--- src/rtl/clock_set_ctrl.sv ---
// clock_set_ctrl
// Generates the timekeeper's 1 Hz advance pulse from the system clock.
// Also runs the user set-time sequence: edit hour, edit minute, then
// commit a load into the timekeeper. Abandons the edit after an idle timeout.
module clock_set_ctrl #(
    parameter int CLK_HZ    = 50_000_000,
    parameter int TIMEOUT_S = 10
) (
    input  logic       clk_sys,
    input  logic       sys_rst,
    input  logic       key_mode,
    input  logic       key_inc,
    input  logic       key_dec,
    input  logic [4:0] cur_hour,
    input  logic [5:0] cur_min,
    output logic       tick_1hz,
    output logic       ld_en,
    output logic [4:0] ld_hour,
    output logic [5:0] ld_min,
    output logic [5:0] ld_sec,
    output logic [1:0] mode,
    output logic       blink,
    output logic [4:0] edit_hour,
    output logic [5:0] edit_min
);

    localparam int              DIV_W     = (CLK_HZ > 1) ? $clog2(CLK_HZ) : 1;
    localparam logic [DIV_W-1:0] DIV_LAST  = DIV_W'(CLK_HZ - 1);
    localparam logic [DIV_W-1:0] DIV_HALF  = DIV_W'(CLK_HZ / 2 - 1);
    localparam logic [DIV_W-1:0] DIV_ONE   = DIV_W'(1);
    localparam logic [5:0]       IDLE_LAST = 6'(TIMEOUT_S - 1);

    typedef enum logic [1:0] {
        RUN      = 2'd0,
        SET_HOUR = 2'd1,
        SET_MIN  = 2'd2
    } state_t;

    state_t           state_q, state_d;
    logic [DIV_W-1:0] div_q, div_d;
    logic [5:0]       idle_q, idle_d;
    logic [4:0]       hour_d;
    logic [5:0]       min_d;
    logic             tick_d;
    logic             ld_en_d;
    logic             blink_d;

    logic             wrap;
    logic             any_key;
    logic             do_inc;
    logic             do_dec;
    logic [4:0]       hour_up, hour_dn, hour_cap;
    logic [5:0]       min_up, min_dn, min_cap;

    // Key decoding, wrap-around field arithmetic and out-of-range capture guards.
    always_comb begin
        wrap     = (div_q == DIV_LAST);
        any_key  = key_mode | key_inc | key_dec;
        do_inc   = key_inc & ~key_dec;
        do_dec   = key_dec & ~key_inc;
        hour_up  = (edit_hour == 5'd23) ? 5'd0  : edit_hour + 5'd1;
        hour_dn  = (edit_hour == 5'd0)  ? 5'd23 : edit_hour - 5'd1;
        min_up   = (edit_min == 6'd59)  ? 6'd0  : edit_min + 6'd1;
        min_dn   = (edit_min == 6'd0)   ? 6'd59 : edit_min - 6'd1;
        hour_cap = (cur_hour > 5'd23) ? 5'd0 : cur_hour;
        min_cap  = (cur_min > 6'd59)  ? 6'd0 : cur_min;
    end

    // Next-state logic: FSM, divider, idle timer, edit fields and registered outputs.
    // The divider is held at 0 through the load-strobe cycle so the next second
    // starts fresh right after the timekeeper has been loaded.
    always_comb begin
        state_d = state_q;
        div_d   = (ld_en || wrap) ? '0 : div_q + DIV_ONE;
        idle_d  = idle_q;
        hour_d  = edit_hour;
        min_d   = edit_min;
        ld_en_d = 1'b0;

        case (state_q)
            RUN: begin
                if (key_mode) begin
                    state_d = SET_HOUR;
                    hour_d  = hour_cap;
                    min_d   = min_cap;
                    idle_d  = '0;
                end
            end
            SET_HOUR: begin
                if (key_mode) begin
                    state_d = SET_MIN;
                    idle_d  = '0;
                end else if (any_key) begin
                    idle_d = '0;
                    if (do_inc) hour_d = hour_up;
                    if (do_dec) hour_d = hour_dn;
                end else if (wrap) begin
                    if (idle_q == IDLE_LAST) begin
                        state_d = RUN;
                        idle_d  = '0;
                    end else begin
                        idle_d = idle_q + 6'd1;
                    end
                end
            end
            SET_MIN: begin
                if (key_mode) begin
                    state_d = RUN;
                    ld_en_d = 1'b1;
                    div_d   = '0;
                    idle_d  = '0;
                end else if (any_key) begin
                    idle_d = '0;
                    if (do_inc) min_d = min_up;
                    if (do_dec) min_d = min_dn;
                end else if (wrap) begin
                    if (idle_q == IDLE_LAST) begin
                        state_d = RUN;
                        idle_d  = '0;
                    end else begin
                        idle_d = idle_q + 6'd1;
                    end
                end
            end
            default: begin
                state_d = RUN;
                idle_d  = '0;
            end
        endcase

        tick_d = (state_d == RUN) && (div_d == DIV_LAST) && !ld_en_d;

        if (state_d == RUN)
            blink_d = 1'b0;
        else if (state_d != state_q)
            blink_d = 1'b1;
        else if (wrap || (div_q == DIV_HALF))
            blink_d = ~blink;
        else
            blink_d = blink;
    end

    // State and output registers with synchronous reset.
    always_ff @(posedge clk_sys) begin
        if (sys_rst) begin
            state_q   <= RUN;
            div_q     <= '0;
            idle_q    <= '0;
            edit_hour <= '0;
            edit_min  <= '0;
            tick_1hz  <= 1'b0;
            ld_en     <= 1'b0;
            blink     <= 1'b0;
        end else begin
            state_q   <= state_d;
            div_q     <= div_d;
            idle_q    <= idle_d;
            edit_hour <= hour_d;
            edit_min  <= min_d;
            tick_1hz  <= tick_d;
            ld_en     <= ld_en_d;
            blink     <= blink_d;
        end
    end

    assign mode    = state_q;
    assign ld_hour = edit_hour;
    assign ld_min  = edit_min;
    assign ld_sec  = 6'd0;

endmodule

--- config.mk ---
export PLATFORM = sky130hd
export DESIGN_NAME = clock_set_ctrl
export DESIGN_NICKNAME = d
export VERILOG_FILES = /design/src/rtl/clock_set_ctrl.sv
export SDC_FILE = /design/constraint.sdc
export NUM_CORES = 1
export LEC_CHECK = 0
export CORE_ASPECT_RATIO = 0.9
export CORE_UTILIZATION = 59
export DETAILED_ROUTE_END_ITERATION = 7
export GPL_TIMING_DRIVEN = 1
export PLACE_DENSITY = 0.95
export SYNTH_ARGS = -nofsm -noshare
export SYNTH_HDL_FRONTEND = slang
export SYNTH_SLANG_ARGS = --single-unit
export TNS_END_PERCENT = 100
--- constraint.sdc ---
create_clock -name clk_sys -period 7.5 [get_ports clk_sys]
set_input_delay 1.875 -clock clk_sys [delete_from_list [all_inputs] [get_ports clk_sys]]
set_output_delay 1.875 -clock clk_sys [all_outputs]
set_load 0.1 [all_outputs]
==> results of run 1 <==
==> cell type report <==
type | instances | area [um^2]
clock buffers | 5 | 68.8
multi-input cells | 318 | 2120
repair buffers | 42 | 420
well taps | 67 | 83.8
clock inverters | 3 | 18.8
flip-flops and latches | 48 | 961
inverters | 13 | 48.8
fillers | 435 | 1660
==> synth_stat cells (4+ instances only) <==
master,number
nor4bb_1,4
clkbuf_1,14
a211oi_1,9
nor2_1,51
nand2_1,24
nand4_1,6
and3_1,5
nor3_1,13
o211ai_1,8
inv_1,13
buf_6,4
xnor2_1,14
a221oi_1,8
xor2_1,21
and2_1,7
buf_4,17
o21ai_0,12
nor2b_1,5
a21oi_1,15
nor4_1,7
dfxtp_1,48
nand3_1,27
o21a_1,4
buf_2,4
ha_1,13
==> registers in the layout, indices dropped and copies added (netlist names) <==
signal	count
blink	1
div_q	26
edit_hour	5
edit_min	6
idle_q	6
ld_en	1
mode	2
tick_1hz	1
==> kinds of logic after synthesis <==
| group | after synthesis |
|---|---|
| mux | 1 |
| fa+ha+maj | 13 |
| compound gates | 81 |
| other cells | 1 |
| buf+inv | 53 |
| flops | 48 |
| xor+xnor | 35 |
| simple gates | 182 |
==> final timing paths <==
check / slack, ns / endpoint
min: 0.51 / div_q[0]
max reg2reg: 4.46 / tick_1hz
min reg2reg: 0.51 / div_q[0]
max: 3.28 / tick_1hz
==> where the power goes <==
| group | leakage [nW] | internal [mW] | switching [mW] |
|---|---|---|---|
| sequential | 0.390 | 0.267 | 0.0261 |
| clock | 0.0479 | 0.0651 | 0.0874 |
| combinational | 0.857 | 0.0778 | 0.201 |
==> critical path, stage by stage <==
cell and delay [ns]:
clkdlybuf4s50_1 0.70, a2111o_1 0.88, or4_4 0.68, a2111oi_4 0.29
==> layer usage <==
layer	global-route usage, %	up-vias	routed length [um]
li1	-	1508	-
met1	32.4	1437	3240
met2	45.8	123	3740
met3	3.48	16	409
met4	6.94	0	127
met5	0	-	0
==> per-stage QoR <==
step	power, mW	util (%)	cell area (um^2)
4_1_cts	0.725	69.1	3720
5_1_grt	0.756	69.1	3720
6_report	0.724	69.1	3720
3_3_place_gp	0.568	67.5	3630
2_1_floorplan	0.528	-	3380
3_5_place_dp	0.575	67.5	3630
==> metrics.txt, run 1 <==
area share of and/or/nand/nor cells after synthesis=30.3%; nets@finish=457; Final Max Tran Viols=0; DR vias/cell=6.22; Detailed Route Iter0 Violations=128; top cells by area, synth=dfxtp_1, nor2_1, xor2_1; Arrival @ worst endpoint=4.43 ns; Synth Area in XOR/XNOR=9.13%; post-route setup slack=3.28 ns; most common flop cell mapped by yosys=dfxtp_1; # IOs=49; Chip Width=81.5 um; compound-gate portion of the synthesized area=17.8%; Reg2Reg Depth=7; EDFF count, synth=0; crit-path max FO=27; All-Layer GR Usage=25.8%; crit path kind=in -> reg; # rows=25; clk buf depth=2; startpoint types=input port; Worst Setup SP=sys_rst; pwr/cell area=195 nW/um^2; drt wl/cell=15.2 um; cell area after synthesis=3360 um^2; skew final=0.00831 ns; Setup Buffers After CTS=0; area of the die=6000 um^2; Hold WS=0.510 ns; main combinational cell family by area after synthesis=simple AND/OR/NAND/NOR gates; CTS Sinks=48; RSZ-0062 raised after global routing=false; dpl ws=2.96 ns; Post-CTS Resized=0; Hold Path Class=reg -> reg; via count=3,084; initial antenna violation count=0; Critical Path RT=7.71 ns; WL final=7520 um; placed instance count=488; commonest non-fill, non-tap cell in the layout=nor2_1; Slew @ Worst Pin=0.979 ns; Num CTS Buffers=5; DR pass1 iterations=4; Ant. Diodes=0; Mapped Cells=414; critical path endpoint category=register; Worst IR Drop VDD=0.000139 V; first-pass GRT wire length=12,200 um; largest net degree at the start of global routing=28; r2r startpoint=div_q[0]; Placer Congestion=0.880; register area share after synthesis=28.6%; antenna violation net count after detailed routing=0; Final min period=4.22 ns; relative slew slack=34.5%; hold_buf cts=0; HPWL Detailed=5450 um; # port buffers=42; Clock Pin Slew Worst Setup and Hold Paths=0.09 ns; max-cap violations=0; number of global-route vias before repair=2,730; Post-synth ARST share=0%; Sum Neg Setup Slack=0 ns; root buffer cell=clkbuf_8; synthesized flop and latch total=48; die height=73.6 um; Layout area overhead=10.7%; Starting Density=62.4%; multiplexer share of the synthesized area=0.298%; top cell type's share of synthesized area=28.6%; Syn. warnings=0; P_leak=1.29 nW; htree depth=2; layout cell share with drive strength beyond 1=5.36%; CTS tree=yes; clk_lat worst skew=0.31 ns; core area=5380 um^2; commonest non-fill, non-tap cells in the layout=nor2_1, dfxtp_1, clkdlybuf4s50_1; Final Non-Filler Cells=496; Max Fclk=0.237 GHz; period utilization=56.2%; status=completed; syn_area_per_cell=8.11 um^2; hold path start=div_q[0]; # setup viols final=0; grt ovf=0; Yosys cell types=65; Final Hold Vio Count=0; Hold Path Stages=1; post-synthesis adder-cell area fraction=4.85%; DRC viols=0; Yosys top cell by area=dfxtp_1
Power figures use the tool's default switching activity.
==> run 2: changes to the inputs <==
Settings changed: CORE_UTILIZATION 59 to 50, PLACE_DENSITY 0.95 to 0.87.
Clock period 7.5 ns to 3.86 ns, I/O delays scaled along.
==> metrics.txt, run 2 (synthesis gave the netlist of run 1 again) <==
status=completed; max FFs per register=26 (unchanged); # IOs=49 (unchanged); Starting Density=53.4% (-9.0 points); CTS tree=yes; All-Layer GR Usage=22.4% (-3.4 points); hold_buf cts=0 (unchanged); initial antenna violation count=0 (unchanged); Detailed Route Iter0 Violations=191 (+49%); Num CTS Buffers=5 (unchanged); commonest non-fill, non-tap cells in the layout=nor2_1, dfxtp_1, clkdlybuf4s50_1; Placer Congestion=0.934 (+6.2%); drt wl/cell=14.6 um (-4.0%); Worst IR Drop VDD=0.000190 V (+37%); Sum Neg Setup Slack=0 ns (unchanged); crit-path max FO=10 (-63%); Biggest register=div_q; Hold Path Stages=1 (unchanged); relative slew slack=33.8% (-0.70 points); # setup viols final=0 (unchanged); hold path start=div_q[0]; HPWL Detailed=5450 um (about the same); r2r startpoint=div_q[0]; dpl ws=0.467 ns (-2.50 ns); nets@finish=459 (+0.44%); critical path endpoint category=register; CTS Sinks=48 (unchanged); Final Hold Vio Count=0 (unchanged); P_leak=1.32 nW (+2.2%); reg2reg setup slack=0.96 ns (-3.50 ns); htree depth=2 (unchanged); Slew @ Worst Pin=0.989 ns (+0.0104 ns); pwr/cell area=381 nW/um^2 (+95%); crit path kind=in -> reg; Hold Path Class=reg -> reg; skew final=0.00466 ns (-0.00365 ns); area of the die=7050 um^2 (+18%); Ant. Diodes=0 (unchanged); number of global-route vias before repair=2,694 (-1.3%); clk_lat worst skew=0.31 ns (about the same); Clock Pin Slew Worst Setup and Hold Paths=0.08 ns (about the same); Setup Buffers After CTS=0 (unchanged); Layout area overhead=11.1%; layout cell share with drive strength beyond 1=8.12% (+2.8 points); WL final=7540 um (+0.24%); via count=3,123 (+1.3%); # port buffers=42 (unchanged); period utilization=79.8%; Max Fclk=0.325 GHz; RSZ-0062 raised after global routing=false; cell area after layout=3730 um^2 (+0.34%); Chip Width=88.4 um (+8.4%); Largest regs=div_q x26, edit_min x6, idle_q x6; root buffer cell=clkbuf_8; antenna violation net count after detailed routing=0 (unchanged); FILL cells=578 (+33%); Reg2Reg Depth=6 (-1); commonest non-fill, non-tap cell in the layout=nor2_1; Final min period=3.08 ns; clk buf depth=2 (unchanged); Arrival @ worst endpoint=3.30 ns (-1.13 ns); post-route setup slack=0.779 ns (-2.50 ns); DR pass1 iterations=4 (unchanged); first-pass GRT wire length=12,500 um (+2.7%); startpoint types=input port; reg2reg end=tick_1hz; DR vias/cell=6.03 (-3.0%); core area=6280 um^2 (+17%); die height=79.7 um (+8.4%); instance area at placement=3640 um^2 (+0.28%); max-cap violations=0 (unchanged); grt ovf=0 (unchanged); Final Max Tran Viols=0 (unchanged); Post-CTS Resized=0 (unchanged); DRC viols=0 (unchanged); largest net degree at the start of global routing=27 (-3.6%); hold-critical path endpoint=div_q[0]; Critical Path RT=4.08 ns (-3.63 ns); # rows=27 (+8.0%)
run 2: cell types whose count changed in the layout (fill, tap and decap cells not counted):
cell             before  now
buf_4                 0   14
clkbuf_1              0    2
clkbuf_8              5    6
clkdlybuf4s50_1      42   30
clkinv_2              2    0
clkinv_4              1    0
run 2: metrics by stage:
step                power (mW)  instances  utilization (%)  hold slack [ns]
floorplan                 1.03        419                -            0.455
CTS                       1.43        518             59.4            0.511
global placement          1.10        510             57.9            0.482
finish                    1.42        518             59.4            0.510
global route              1.48        518             59.4            0.531
detailed placement        1.11        510             57.9            0.490
run 2: layout make-up:
| cell class | instances | area (um^2) | area share (%) |
|---|---|---|---|
| clock buffer | 8 | 90.1 | 2.42 |
| inverter | 13 | 48.8 | 1.31 |
| multi-input combinational | 318 | 2120 | 56.7 |
| sequential | 48 | 961 | 25.8 |
| tap | 87 | 109 | 2.92 |
| timing repair buffer | 44 | 405 | 10.9 |
run 2: worst max-delay path: stages:
cell	delay, ns
clkdlybuf4s50_1	0.66
o21ba_2	0.22
nor2_1	0.08
nor3_1	0.07
or4_1	0.54
or4_4	0.50
a2111oi_4	0.26
run 2: how the worst max path moves through the flow:
stage / startpoint / end
2_1_floorplan: mode[0] / tick_1hz
3_3_place_gp: key_mode / tick_1hz
3_5_place_dp: key_mode / tick_1hz
4_1_cts: key_mode / tick_1hz
5_1_grt: key_inc / edit_hour[3]
6_report: key_mode / tick_1hz
run 2: report_power, final:
group	internal, mW	total, mW	leakage, nW	switching [mW]
Combinational	0.147	0.537	0.888	0.390
Sequential	0.518	0.568	0.390	0.0496
Clock	0.146	0.316	0.0455	0.169
run 2: per-layer routing:
layer,track usage [%],share of wire (%),up-vias
met1,29.9,47,1491
met5,0,0,-
met2,36.5,46,104
met3,3.21,6.0,14
li1,-,-,1514
met4,8.06,1.5,0
==> run 3: changes to the inputs <==
Clock period 3.86 ns to 2.8 ns, I/O delays scaled along.
==> metrics.txt, run 3 (synthesis gave the netlist of run 1 again) <==
antenna violation net count after detailed routing=0 (unchanged); commonest non-fill, non-tap cell in the layout=nor2_1; RSZ-0062 raised after global routing=false; DR pass1 iterations=5 (+1); crit path kind=reg -> reg; status=completed; hold-critical path endpoint=idle_q[1]; Slew @ Worst Pin=0.704 ns (-0.285 ns); Layout area overhead=13.2%; DR vias/cell=5.83 (-3.3%); DRC viols=0 (unchanged); layout cell share with drive strength beyond 1=14.9% (+6.7 points); clk_lat worst skew=0.30 ns (about the same); hold path start=idle_q[1]; max-cap violations=0 (unchanged); register area=963 um^2 (+0.26%); Critical Path RT=3.00 ns (-1.08 ns); period utilization=93.5%; hold_buf cts=0 (unchanged); Setup Buffers After CTS=0 (unchanged); CP peak stage delay=0.50 ns (-0.16 ns); Final min period=2.62 ns; largest net degree at the start of global routing=27 (unchanged); skew final=0.00688 ns (+0.00222 ns); Final Hold Vio Count=0 (unchanged); post-route setup slack=0.182 ns (-0.597 ns); CTS tree=yes; HPWL Detailed=5640 um (+3.6%); die height=79.7 um (unchanged); crit-path cells=ha_1, xnor2_1, nor4_1, nand3_1, or4_1, or4_4, a2111oi_4; # IOs=49 (unchanged); nets@finish=472 (+2.8%); Worst path slowest cell=or4_4; reg2reg end=tick_1hz; Reg2Reg Depth=7 (+1); FILL cells=561 (-2.9%); Num CTS Buffers=5 (unchanged); # port buffers=42 (unchanged); CTS Sinks=48 (unchanged); startpoint types=register; Starting Density=53.4% (unchanged); # setup viols final=0 (unchanged); Placer Congestion=0.895 (-4.2%); via count=3,095 (-0.90%); P_leak=1.42 nW (+7.0%); All-Layer GR Usage=22.6% (+0.26 points); initial antenna violation count=0 (unchanged); clk buf depth=2 (unchanged); Ant. Diodes=0 (unchanged); root buffer cell=clkbuf_8; dpl ws=-0.0825 ns (-0.550 ns); WL final=7600 um (+0.77%); Arrival @ worst endpoint=2.82 ns (-0.48 ns); Hold Path Class=reg -> reg; cell family with most CP delay=simple AND/OR/NAND/NOR gates; Hold Path Stages=2 (+1); Biggest register=div_q; Multi-input gate area=2120 um^2 (+0.30%); area of the die=7050 um^2 (unchanged); Final Max Tran Viols=0 (unchanged); critical path endpoint category=register; Power, Total=1.96 mW (+38%); Max Fclk=0.382 GHz; Worst Setup SP=div_q[1]; r2r startpoint=div_q[1]; commonest non-fill, non-tap cells in the layout=nor2_1, dfxtp_1, buf_4; max FFs per register=26 (unchanged); Hold WS=0.536 ns (+0.0267 ns); htree depth=2 (unchanged); drt wl/cell=14.3 um (-1.7%); Post-CTS Resized=0 (unchanged); grt ovf=0 (unchanged); crit-path max FO=6 (-4); first-pass GRT wire length=12,800 um (+2.2%); relative slew slack=53.1% (+19 points); Largest regs=div_q x26, edit_min x6, idle_q x6; critical path buffer and inverter count=0 (-1); Detailed Route Iter0 Violations=156 (-18%); # rows=27 (unchanged); Worst IR Drop VDD=0.000254 V (+34%); Clock Pin Slew Worst Setup and Hold Paths=0.08 ns (about the same); Chip Width=88.4 um (unchanged); number of global-route vias before repair=2,906 (+7.9%); reg2reg setup slack=0.18 ns (-0.78 ns); pwr/cell area=517 nW/um^2 (+36%); core area=6280 um^2 (unchanged)
==> run 3: how the worst max path moves through the flow <==
stage	end	cells past startpoint	slack [ns]
finish	tick_1hz	7	0.18
global placement	tick_1hz	7	-0.06
floorplan	tick_1hz	8	0.006
global route	tick_1hz	7	0.008
CTS	tick_1hz	7	0.17
detailed placement	tick_1hz	7	-0.08
==> run 3: routing by layer <==
layer,part of all wire (%),global-route usage (%),vias to the layer above
li1,-,-,1541
met1,43,28.5,1444
met2,50,38.8,97
met3,6.0,3.83,13
met4,1.2,7.58,0
met5,0,0,-
==> run 3: worst register-to-register path, stage by stage (launching register included) <==
cell and delay, ns:
dfxtp_1 0.40, ha_1 0.29, xnor2_1 0.11, nor4_1 0.35
nand3_1 0.12, or4_1 0.48, or4_4 0.50, a2111oi_4 0.26
==> run 3: layout make-up <==
class	count	share of cell area, %
clock buffers	8	2.37
repair buffers	57	12.3
well taps	87	2.87
flip-flops and latches	48	25.4
inverters	13	1.28
multi-input cells	318	55.9
==> run 3: report_power, final <==
group	internal [mW]	total, mW	switching, mW
clock	0.202	0.429	0.227
sequential	0.715	0.781	0.0666
combinational	0.210	0.753	0.543
total	1.13	1.96	0.837
==> run 3: per-stage QoR <==
stage | instances | setup TNS, ns | cell area [um^2] | utilization, %
3_5_place_dp | 523 | -0.107 | 3700 | 58.9
2_1_floorplan | 419 | 0 | 3380 | -
4_1_cts | 531 | 0 | 3790 | 60.4
6_report | 531 | 0 | 3800 | 60.5
3_3_place_gp | 523 | -0.0630 | 3700 | 58.9
5_1_grt | 531 | 0 | 3800 | 60.5
